<file path="src/rtl/inner_product_pkg.sv">
// Shared types and helpers for the inner_product neuron datapath:
// FSM state encoding, accumulator sizing and 2W-bit saturation.
package inner_product_pkg;

  typedef enum logic [1:0] {
    COLLECT = 2'd0,
    MAC     = 2'd1,
    OUT     = 2'd2
  } state_t;

  // Width that holds N signed WxW products plus a shifted bias without overflow.
  function automatic int acc_width(input int w, input int n);
    return 2 * w + $clog2(n + 1);
  endfunction

  // Clamp a sign-extended accumulator into the signed w2-bit range.
  function automatic longint sat2w(input longint acc, input int w2);
    longint hi;
    longint lo;
    hi = (longint'(1) <<< (w2 - 1)) - longint'(1);
    lo = -hi - longint'(1);
    if (acc > hi) return hi;
    if (acc < lo) return lo;
    return acc;
  endfunction

endpackage

</file>
<file path="src/rtl/inner_weights.sv">
// (N+1)xW weight register file: N taps plus bias at index N.
// One gated write port; combinational tap read by MAC index and a dedicated bias read.
module inner_weights
  import inner_product_pkg::*;
#(
  parameter int W  = 8,
  parameter int N  = 4,
  parameter int AW = $clog2(N + 1)
) (
  input  logic                clk,
  input  logic                rst,
  input  logic                i_we,
  input  logic [AW-1:0]       i_adr,
  input  logic signed [W-1:0] i_dat,
  input  logic [AW-1:0]       i_radr,
  output logic signed [W-1:0] o_rdat,
  output logic signed [W-1:0] o_bias
);

  logic signed [W-1:0] r_w [N+1];

  // NOTE: this array is reset explicitly because weights must read as zero after any reset;
  // storage without that guarantee would normally be left unreset.
  always_ff @(posedge clk or negedge rst) begin
    if (!rst) begin
      for (int i = 0; i <= N; i++) r_w[i] <= '0;
    end else begin
      // Addresses above N match no entry and are silently dropped.
      for (int i = 0; i <= N; i++) begin
        if (i_we && i_adr == AW'(i)) r_w[i] <= i_dat;
      end
    end
  end

  // NOTE: default assigned first so the mux never infers a latch.
  always_comb begin
    o_rdat = '0;
    for (int i = 0; i < N; i++) begin
      if (i_radr == AW'(i)) o_rdat = r_w[i];
    end
  end

  assign o_bias = r_w[N];

endmodule

</file>
<file path="src/rtl/inner_product.sv">
// Biased dot product of N handshaked signed arguments with runtime-writable weights,
// one MAC term per cycle. Define INNER_PRODUCT_SATURATE_EN to saturate the result.
module inner_product
  import inner_product_pkg::*;
#(
  parameter int W = 8,
  parameter int N = 4,
  parameter int F = 4
) (
  input  logic                     clk,
  input  logic                     rst,
  input  logic [N-1:0]             s_stb,
  input  logic [N*W-1:0]           s_dat,
  output logic [N-1:0]             s_rdy,
  input  logic                     w_stb,
  input  logic [$clog2(N+1)-1:0]   w_adr,
  input  logic [W-1:0]             w_dat,
  output logic                     w_rdy,
  input  logic                     m_rdy,
  output logic                     m_stb,
  output logic [2*W-1:0]           m_dat
);

  localparam int A  = acc_width(W, N);
  localparam int AW = $clog2(N + 1);

  state_t              r_state;
  logic [N-1:0]        r_cap;
  logic signed [W-1:0] r_x [N];
  logic signed [A-1:0] r_acc;
  logic [AW-1:0]       r_idx;
  logic                r_m_stb;
  logic [2*W-1:0]      r_m_dat;

  logic [N-1:0]          w_hs;
  logic [N-1:0]          w_cap_next;
  logic                  w_we;
  logic signed [W-1:0]   w_wt_rd;
  logic signed [W-1:0]   w_bias;
  logic signed [W-1:0]   w_xsel;
  logic signed [2*W-1:0] w_prod;
  logic signed [A-1:0]   w_acc_next;
  logic [2*W-1:0]        w_conv;

  assign s_rdy      = (r_state == COLLECT) ? ~r_cap : '0;
  assign w_rdy      = (r_state == COLLECT);
  assign w_hs       = s_stb & s_rdy;
  assign w_cap_next = r_cap | w_hs;
  assign w_we       = w_stb & w_rdy;
  assign m_stb      = r_m_stb;
  assign m_dat      = r_m_dat;

  inner_weights #(.W(W), .N(N), .AW(AW)) u_weights (
    .clk    (clk),
    .rst    (rst),
    .i_we   (w_we),
    .i_adr  (w_adr),
    .i_dat  (w_dat),
    .i_radr (r_idx),
    .o_rdat (w_wt_rd),
    .o_bias (w_bias)
  );

  always_comb begin
    w_xsel = '0;
    for (int i = 0; i < N; i++) begin
      if (r_idx == AW'(i)) w_xsel = r_x[i];
    end
  end

  assign w_prod     = (2*W)'(w_wt_rd) * (2*W)'(w_xsel);
  assign w_acc_next = r_acc + A'(w_prod);

`ifdef INNER_PRODUCT_SATURATE_EN
  assign w_conv = (2*W)'(sat2w(longint'(w_acc_next), 2 * W));
`else
  assign w_conv = w_acc_next[2*W-1:0];
`endif

  // The final MAC term is folded into the output register so m_dat is valid as m_stb rises.
  always_ff @(posedge clk or negedge rst) begin
    if (!rst) begin
      r_state <= COLLECT;
      r_cap   <= '0;
      for (int i = 0; i < N; i++) r_x[i] <= '0;
      r_acc   <= '0;
      r_idx   <= '0;
      r_m_stb <= 1'b0;
      r_m_dat <= '0;
    end else begin
      case (r_state)
        COLLECT: begin
          for (int i = 0; i < N; i++) begin
            if (w_hs[i]) r_x[i] <= s_dat[i*W +: W];
          end
          r_cap <= w_cap_next;
          if (&w_cap_next) begin
            r_state <= MAC;
            r_acc   <= A'(w_bias) <<< F;
            r_idx   <= '0;
          end
        end
        MAC: begin
          r_acc <= w_acc_next;
          r_idx <= r_idx + AW'(1);
          if (r_idx == AW'(N - 1)) begin
            r_state <= OUT;
            r_m_stb <= 1'b1;
            r_m_dat <= w_conv;
          end
        end
        OUT: begin
          if (m_rdy) begin
            r_state <= COLLECT;
            r_cap   <= '0;
            r_m_stb <= 1'b0;
          end
        end
        default: r_state <= COLLECT;
      endcase
    end
  end

endmodule

</file>
<file path="config.mk">
export PLATFORM = sky130hd
export DESIGN_NAME = inner_product
export DESIGN_NICKNAME = d
export VERILOG_FILES = /design/src/rtl/inner_product_pkg.sv /design/src/rtl/inner_weights.sv /design/src/rtl/inner_product.sv
export SDC_FILE = /design/constraint.sdc
export NUM_CORES = 1
export LEC_CHECK = 0
export ABC_AREA = 1
export ABC_CLOCK_PERIOD_IN_PS = 8130
export CORE_MARGIN = 4
export CORE_UTILIZATION = 59
export DETAILED_ROUTE_END_ITERATION = 6
export PLACE_DENSITY = 0.8
export SLEW_MARGIN = 20
export SYNTH_ARGS = -nofsm -noshare
export SYNTH_HDL_FRONTEND = slang
export SYNTH_SLANG_ARGS = --single-unit
</file>
<file path="constraint.sdc">
create_clock -name clk -period 8.13 [get_ports clk]
set_input_delay 1.626 -clock clk [delete_from_list [all_inputs] [get_ports clk]]
set_output_delay 1.626 -clock clk [all_outputs]
set_load 0.02 [all_outputs]
</file>
# Word-level counts from Yosys, hierarchy flattened
# Index checks and enable logic that the tools add are counted.
[op_classes] n_addsub=2 multipliers=1 n_div=0 n_lt_le_gt_ge=0 n_eq_ne=12 shifts=0 muxes=22 bitwise=4 n_reduce_logical=21
[ops] cell="$mux W8" count=8
[ops] cell="$pmux W19 S2" count=1
[ops] cell="$add A19 B16 Y19" count=1
[ops] cell="$mux W19" count=1
[ops] cell="$mul A8 B8 Y16" count=1
[ops] cell="$reduce_and A2 Y1" count=7
[ops] cell="$eq A3 B2 Y1 const B" count=4
[ops] cell="$mux W4" count=2
[ops] cell="$pmux W4 S2" count=1
[ops] cell="$eq A3 B1 Y1 const B" count=2
[ops] cell="$logic_not A3 Y1" count=2
[ops] cell="$mux W2" count=3
[ops] cell="$pmux W2 S3" count=1
[ops] cell="$pmux W3 S2" count=1
[ops] cell="$reduce_and A3 Y1" count=2
[ops] cell="$reduce_bool A2 Y1" count=3
[ops] cell="$logic_and A1 B1 Y1" count=5
[ops] cell="$and A4 B4 Y4" count=1
[ops] cell="$ne A2 B2 Y1 const B" count=2
[ops] cell="$not A4 Y4" count=1
[ops] cell="$or A4 B4 Y4" count=1
[ops] cell="$reduce_and A4 Y1" count=1
[ops] cell="$add A3 B1 Y3 const B" count=1
[ops] cell="$eq A3 B3 Y1 const B" count=1
[ops] cell="other kinds (8)" count=9
[word_totals] ff_bits=117 latchBits=0 ramBits=0 romBits=0 input_bits=51 mem_count=0

# Longest topological paths before layout
[logic_depth] word_depth=8 depth_mapped=32 ltp_nobuf=31

# Hierarchy
# A second synthesis with hierarchy kept.
[hier_totals] cells_unflattened=926 hier_area_um2=8214.1
[by_module_without_submodules] mod="inner_product" instances=1 cells_per_inst=725 area_each_um2=6352.3
[by_module_without_submodules] mod="inner_weights" instances=1 cells_per_inst=201 area_each_um2=1861.8

# Worst setup path before layout
# Ideal clock, no wire load.
[synth_path] kind="register -> register" startpoint="register r_idx[2]" endpoint="register r_acc[10]" t_arrival_ns=5.567 path_slack_ns=2.446 path_stages_with_launch=25 path_buffers=2 synth_period_minus_slack_ns=5.684 cell_sequence="dfrtp_1 -> clkinv_1 -> ha_1 -> buf_2 -> inv_1 -> clkbuf_1 -> o21ai_0 -> o21ai_0 -> nand2_1 -> fa_1 -> fa_1 -> inv_1 -> fa_1 -> fa_1 -> inv_1 -> fa_1 -> inv_1 -> ha_1 -> a21oi_1 -> or2_2 -> nand3_1 -> xnor2_1 -> nand2_1 -> nand3_2 -> nand2_1"
[synth_between] elab_chain_cells=8 elab_cells_between_ends=15
[synth_rtl] item="start: declaration" line="inner_product.sv:31" rtl="logic [AW-1:0] r_idx;"
[synth_rtl] item="start signal: assignment" line="inner_product.sv:105" rtl="r_idx <= r_idx + AW'(1);"
[synth_rtl] item="$logic_not A3 Y1" line="inner_weights.sv:39, inner_product.sv:67"
[synth_rtl] item="$mux W8 (on tied branches) (4 in a row)" line="inner_weights.sv:39, inner_product.sv:67"
[synth_rtl] item="$mul A8 B8 Y16 *" line="inner_product.sv:71" rtl="assign w_prod = (2*W)'(w_wt_rd) * (2*W)'(w_xsel);"
[synth_rtl] item="$add A19 B16 Y19 *" line="inner_product.sv:72" rtl="assign w_acc_next = r_acc + A'(w_prod);"
[synth_rtl] item="$pmux W19 S2 *" line="inner_product.sv:91" rtl="case (r_state)"
[synth_rtl] item="end signal: assignment" line="inner_product.sv:99" rtl="r_acc <= A'(w_bias) <<< F;"
[synth_rtl] item="end signal: assignment" line="inner_product.sv:104" rtl="r_acc <= w_acc_next;"
[synth_rtl] item="end: declaration" line="inner_product.sv:30" rtl="logic signed [A-1:0] r_acc;"
# Every way passes the cells marked *; elsewhere a longest branch is shown, timed or not.
# A chain may end at the register's enable or synchronous reset.

# Final worst setup path
[layout_path] startpoint="register r_idx[2]" endpoint="register r_m_dat[11] (netlist: m_dat[11])"
[layout_between] elab_chain_cells=7 elab_cells_between_ends=15
[layout_rtl] item="$logic_not A3 Y1" line="inner_weights.sv:39, inner_product.sv:67"
[layout_rtl] item="$mux W8 (on tied branches) (4 in a row)" line="inner_weights.sv:39, inner_product.sv:67"
[layout_rtl] item="$mul A8 B8 Y16" line="inner_product.sv:71"
[layout_rtl] item="$add A19 B16 Y19" line="inner_product.sv:72"
[layout_rtl] item="end signal: assignment" line="inner_product.sv:109" rtl="r_m_dat <= w_conv;"
[layout_rtl] item="end: declaration" line="inner_product.sv:33" rtl="logic [2*W-1:0] r_m_dat;"
# Several ways; a longest one is shown, not always the timed one.

==> impl_metrics.env <==
export IMPL_status="complete, no violations"
export IMPL_clock_latency_ns=0.42
export IMPL_drive_above_1_share_pct=5.42
export IMPL_maxSlewViolCount=0
export IMPL_synth_area_leader_cell="dfrtp_1"
export IMPL_final_cell_area_um2=9560
export IMPL_ys_flop_type="dfrtp_1"
export IMPL_worst_pin_slew_ns=1.02
export IMPL_yosysUniqueCellTypes=38
export IMPL_io_buffers=72
export IMPL_avgRoutedWirePerCell_um=16.5
export IMPL_core_um2=13300
export IMPL_grt_antenna_before_repair=0
export IMPL_grt_ovfl_total=0
export IMPL_path_clk_slew_ns=0.06
export IMPL_crit_fanout=21
export IMPL_relSlewSlack_pct=31.6
export IMPL_ys_seq_area_share_pct=35.3
export IMPL_postCtsHoldBufs=0
export IMPL_critPathRequiredTime_ns=8.44
export IMPL_fin_crit_ns=7.17
export IMPL_nFillCells=1005
export IMPL_r2r_setup_slack_ns=0.96
export IMPL_post_synth_inst_count=966
export IMPL_dp_cells=1195
export IMPL_yosysWarningCount=0
export IMPL_rows=42
export IMPL_synth_area_top_cells="dfrtp_1, fa_1, nand2_1"
export IMPL_ios=73
export IMPL_cts_max_path_buffers=2
export IMPL_num_antenna_cells=0
export IMPL_synth_edff_count=0
export IMPL_start_kind="register"
export IMPL_h_tree_depth=4
export IMPL_grt_pass1_vias=6785
export IMPL_hold_class="reg -> reg"
export IMPL_fin_worst_skew_ns=0.0105
export IMPL_syn_nets=1130
export IMPL_rsz0062_at_grt="no"
export IMPL_vias_per_cell=5.50
export IMPL_first_pass_iters=5
export IMPL_drcViolationCount=0
export IMPL_yosysTopAreaCellShare_pct=35.3
export IMPL_drt_first_iter_violations=647
export IMPL_grt_use_total_pct=27.2
export IMPL_syn_area_um2=8070
export IMPL_holdPathStages=2
export IMPL_dp_hpwl_mm=15.1
export IMPL_synthArstFlopShare_pct=100
export IMPL_setup_tns_ns=0
export IMPL_start_util_pct=60.7
export IMPL_gp_congestion=0.989
export IMPL_area_delta_synth_final_pct=18.4
export IMPL_worst_setup_path_type="reg -> reg"
export IMPL_max_freq_mhz=139
export IMPL_finalSetupViolCount=0
export IMPL_cts_resized_gates=0
export IMPL_numCtsBuffers=17
export IMPL_fin_crit_sh_pct=88.2
export IMPL_syn_avg_cell_area_um2=8.36
export IMPL_worst_slack_ns=0.960
export IMPL_cts_sinks=114
export IMPL_finalNonFillerCells=1227
export IMPL_pre_cts_slack_ns=1.24
export IMPL_grt_pass1_wl_mm=34.0
export IMPL_die_h_um=125
export IMPL_multi_input_area_um2=4470
export IMPL_critPathArrivalTime_ns=7.48
export IMPL_dieArea_um2=15600
export IMPL_worst_r2r_cell_count=22
export IMPL_die_w_um=125
export IMPL_cts_tree="built"
export IMPL_hold_viol_final=0
export IMPL_netlist_top_cells_count="nand2_1, inv_1, dfrtp_1"
export IMPL_ff_latch_area_um2=2850
export IMPL_vias=6753
export IMPL_yosys_register_bits=114
export IMPL_cap_violations=0
export IMPL_finalWirelength_mm=20.3
export IMPL_cts_root_buf="clkbuf_16"
export IMPL_cts_setup_buffers=0
export IMPL_cp_end_kind="register"
export IMPL_synth_most_common_cell="nand2_1"
export IMPL_antenna_left=0
export IMPL_dpl_instance_area_um2=8920
export IMPL_fin_nets=1202
export IMPL_grt_max_degree=71
flip-flops by register name, indices dropped and copies added, names as in the netlist, 2 cells and up:
register	flops
u_weights.r_w	32
r_state	2
m_dat	16
r_cap	4
r_acc	16
r_idx	3
u_weights.o_bias	8
r_x	32
worst paths after layout:
| check | start | to |
|---|---|---|
| max in group asynchronous | rst | m_dat[1]$_DFFE_PN0P_ |
| worst max-delay path | r_idx[2]$_DFFE_PN0P_ | m_dat[11]$_DFFE_PN0P_ |
| min in group asynchronous | rst | u_weights.r_w[37]$_DFFE_PN0P_ |
| worst max register to register | r_idx[2]$_DFFE_PN0P_ | m_dat[11]$_DFFE_PN0P_ |
| worst min-delay path | r_x[23]$_DFFE_PN0P_ | r_x[23]$_DFFE_PN0P_ |
| worst min register to register | r_x[23]$_DFFE_PN0P_ | r_x[23]$_DFFE_PN0P_ |
final cells by class:
type,count,share of cell area (%)
Multi-Input combinational cell,659,46.8
Sequential cell,114,29.8
Tap cell,176,2.30
Clock inverter,12,1.86
Inverter,173,6.82
Clock buffer,20,4.78
Timing Repair Buffer,73,7.59
cell families after synthesis:
kind of cell | share of synthesized area [%]
adder cells (fa/ha/maj) | 24.1
AND/OR/NAND/NOR | 20.2
multiplexers | 1.39
XOR/XNOR | 0.651
buffers and inverters | 9.25
AO/OA/AOI/OAI | 9.04
flip-flops | 35.3
through the flow:
step	util [%]	hold WS (ns)
after CTS	71.9	0.476
after floorplan	-	0.442
after detailed placement	67.1	0.464
after global routing	71.9	0.498
final	71.9	0.472
after global placement	67.1	0.459
worst max-delay path, cell delays in order (launching register included):
cell and delay, ns:
dfrtp_1 0.36, clkinv_1 0.22, ha_1 0.52, inv_1 0.62
o21ai_0 0.22, o21ai_1 0.66, nand2_1 0.16, fa_1 0.55
inv_1 0.06, fa_1 0.50, inv_1 0.05, fa_1 0.48
inv_1 0.06, fa_1 0.48, ha_1 0.30, ha_1 0.42
nand2_1 0.14, o21ai_0 0.49, nand2_1 0.10, nand2_1 0.11
xor2_1 0.17, nand2_1 0.12, o21ai_0 0.26
layout by cell type, fill, tap and decap left out, types with 2 or more instances in the layout:
master	instances
nand3_1	29
bufinv_16	4
nand4_1	9
o211ai_1	12
o21ai_1	4
nor2_1	48
a221oi_1	3
nand3_2	2
nand3b_1	4
a21oi_1	21
and3_1	2
nor2_2	4
mux2_2	10
o22ai_1	5
clkbuf_8	2
ha_1	42
buf_4	2
dfrtp_1	114
nand2_1	290
fa_1	71
xor2_1	5
clkbuf_16	17
o21ai_0	81
nor3_1	2
inv_6	3
or2_2	3
a211oi_1	2
clkinv_1	2
clkdlybuf4s50_1	71
clkinv_2	3
o31ai_1	2
inv_1	169
o21bai_1	2
metal layers:
metal	track usage (%)	part of all wire, %
met1	38.3	43
met3	5.50	7.6
met4	8.86	2.3
met2	42.9	47
met5	0	0
Power is left out: the tool's default activity adds up to more than one toggle a clock period on the data nets, which glitch-free logic cannot reach.
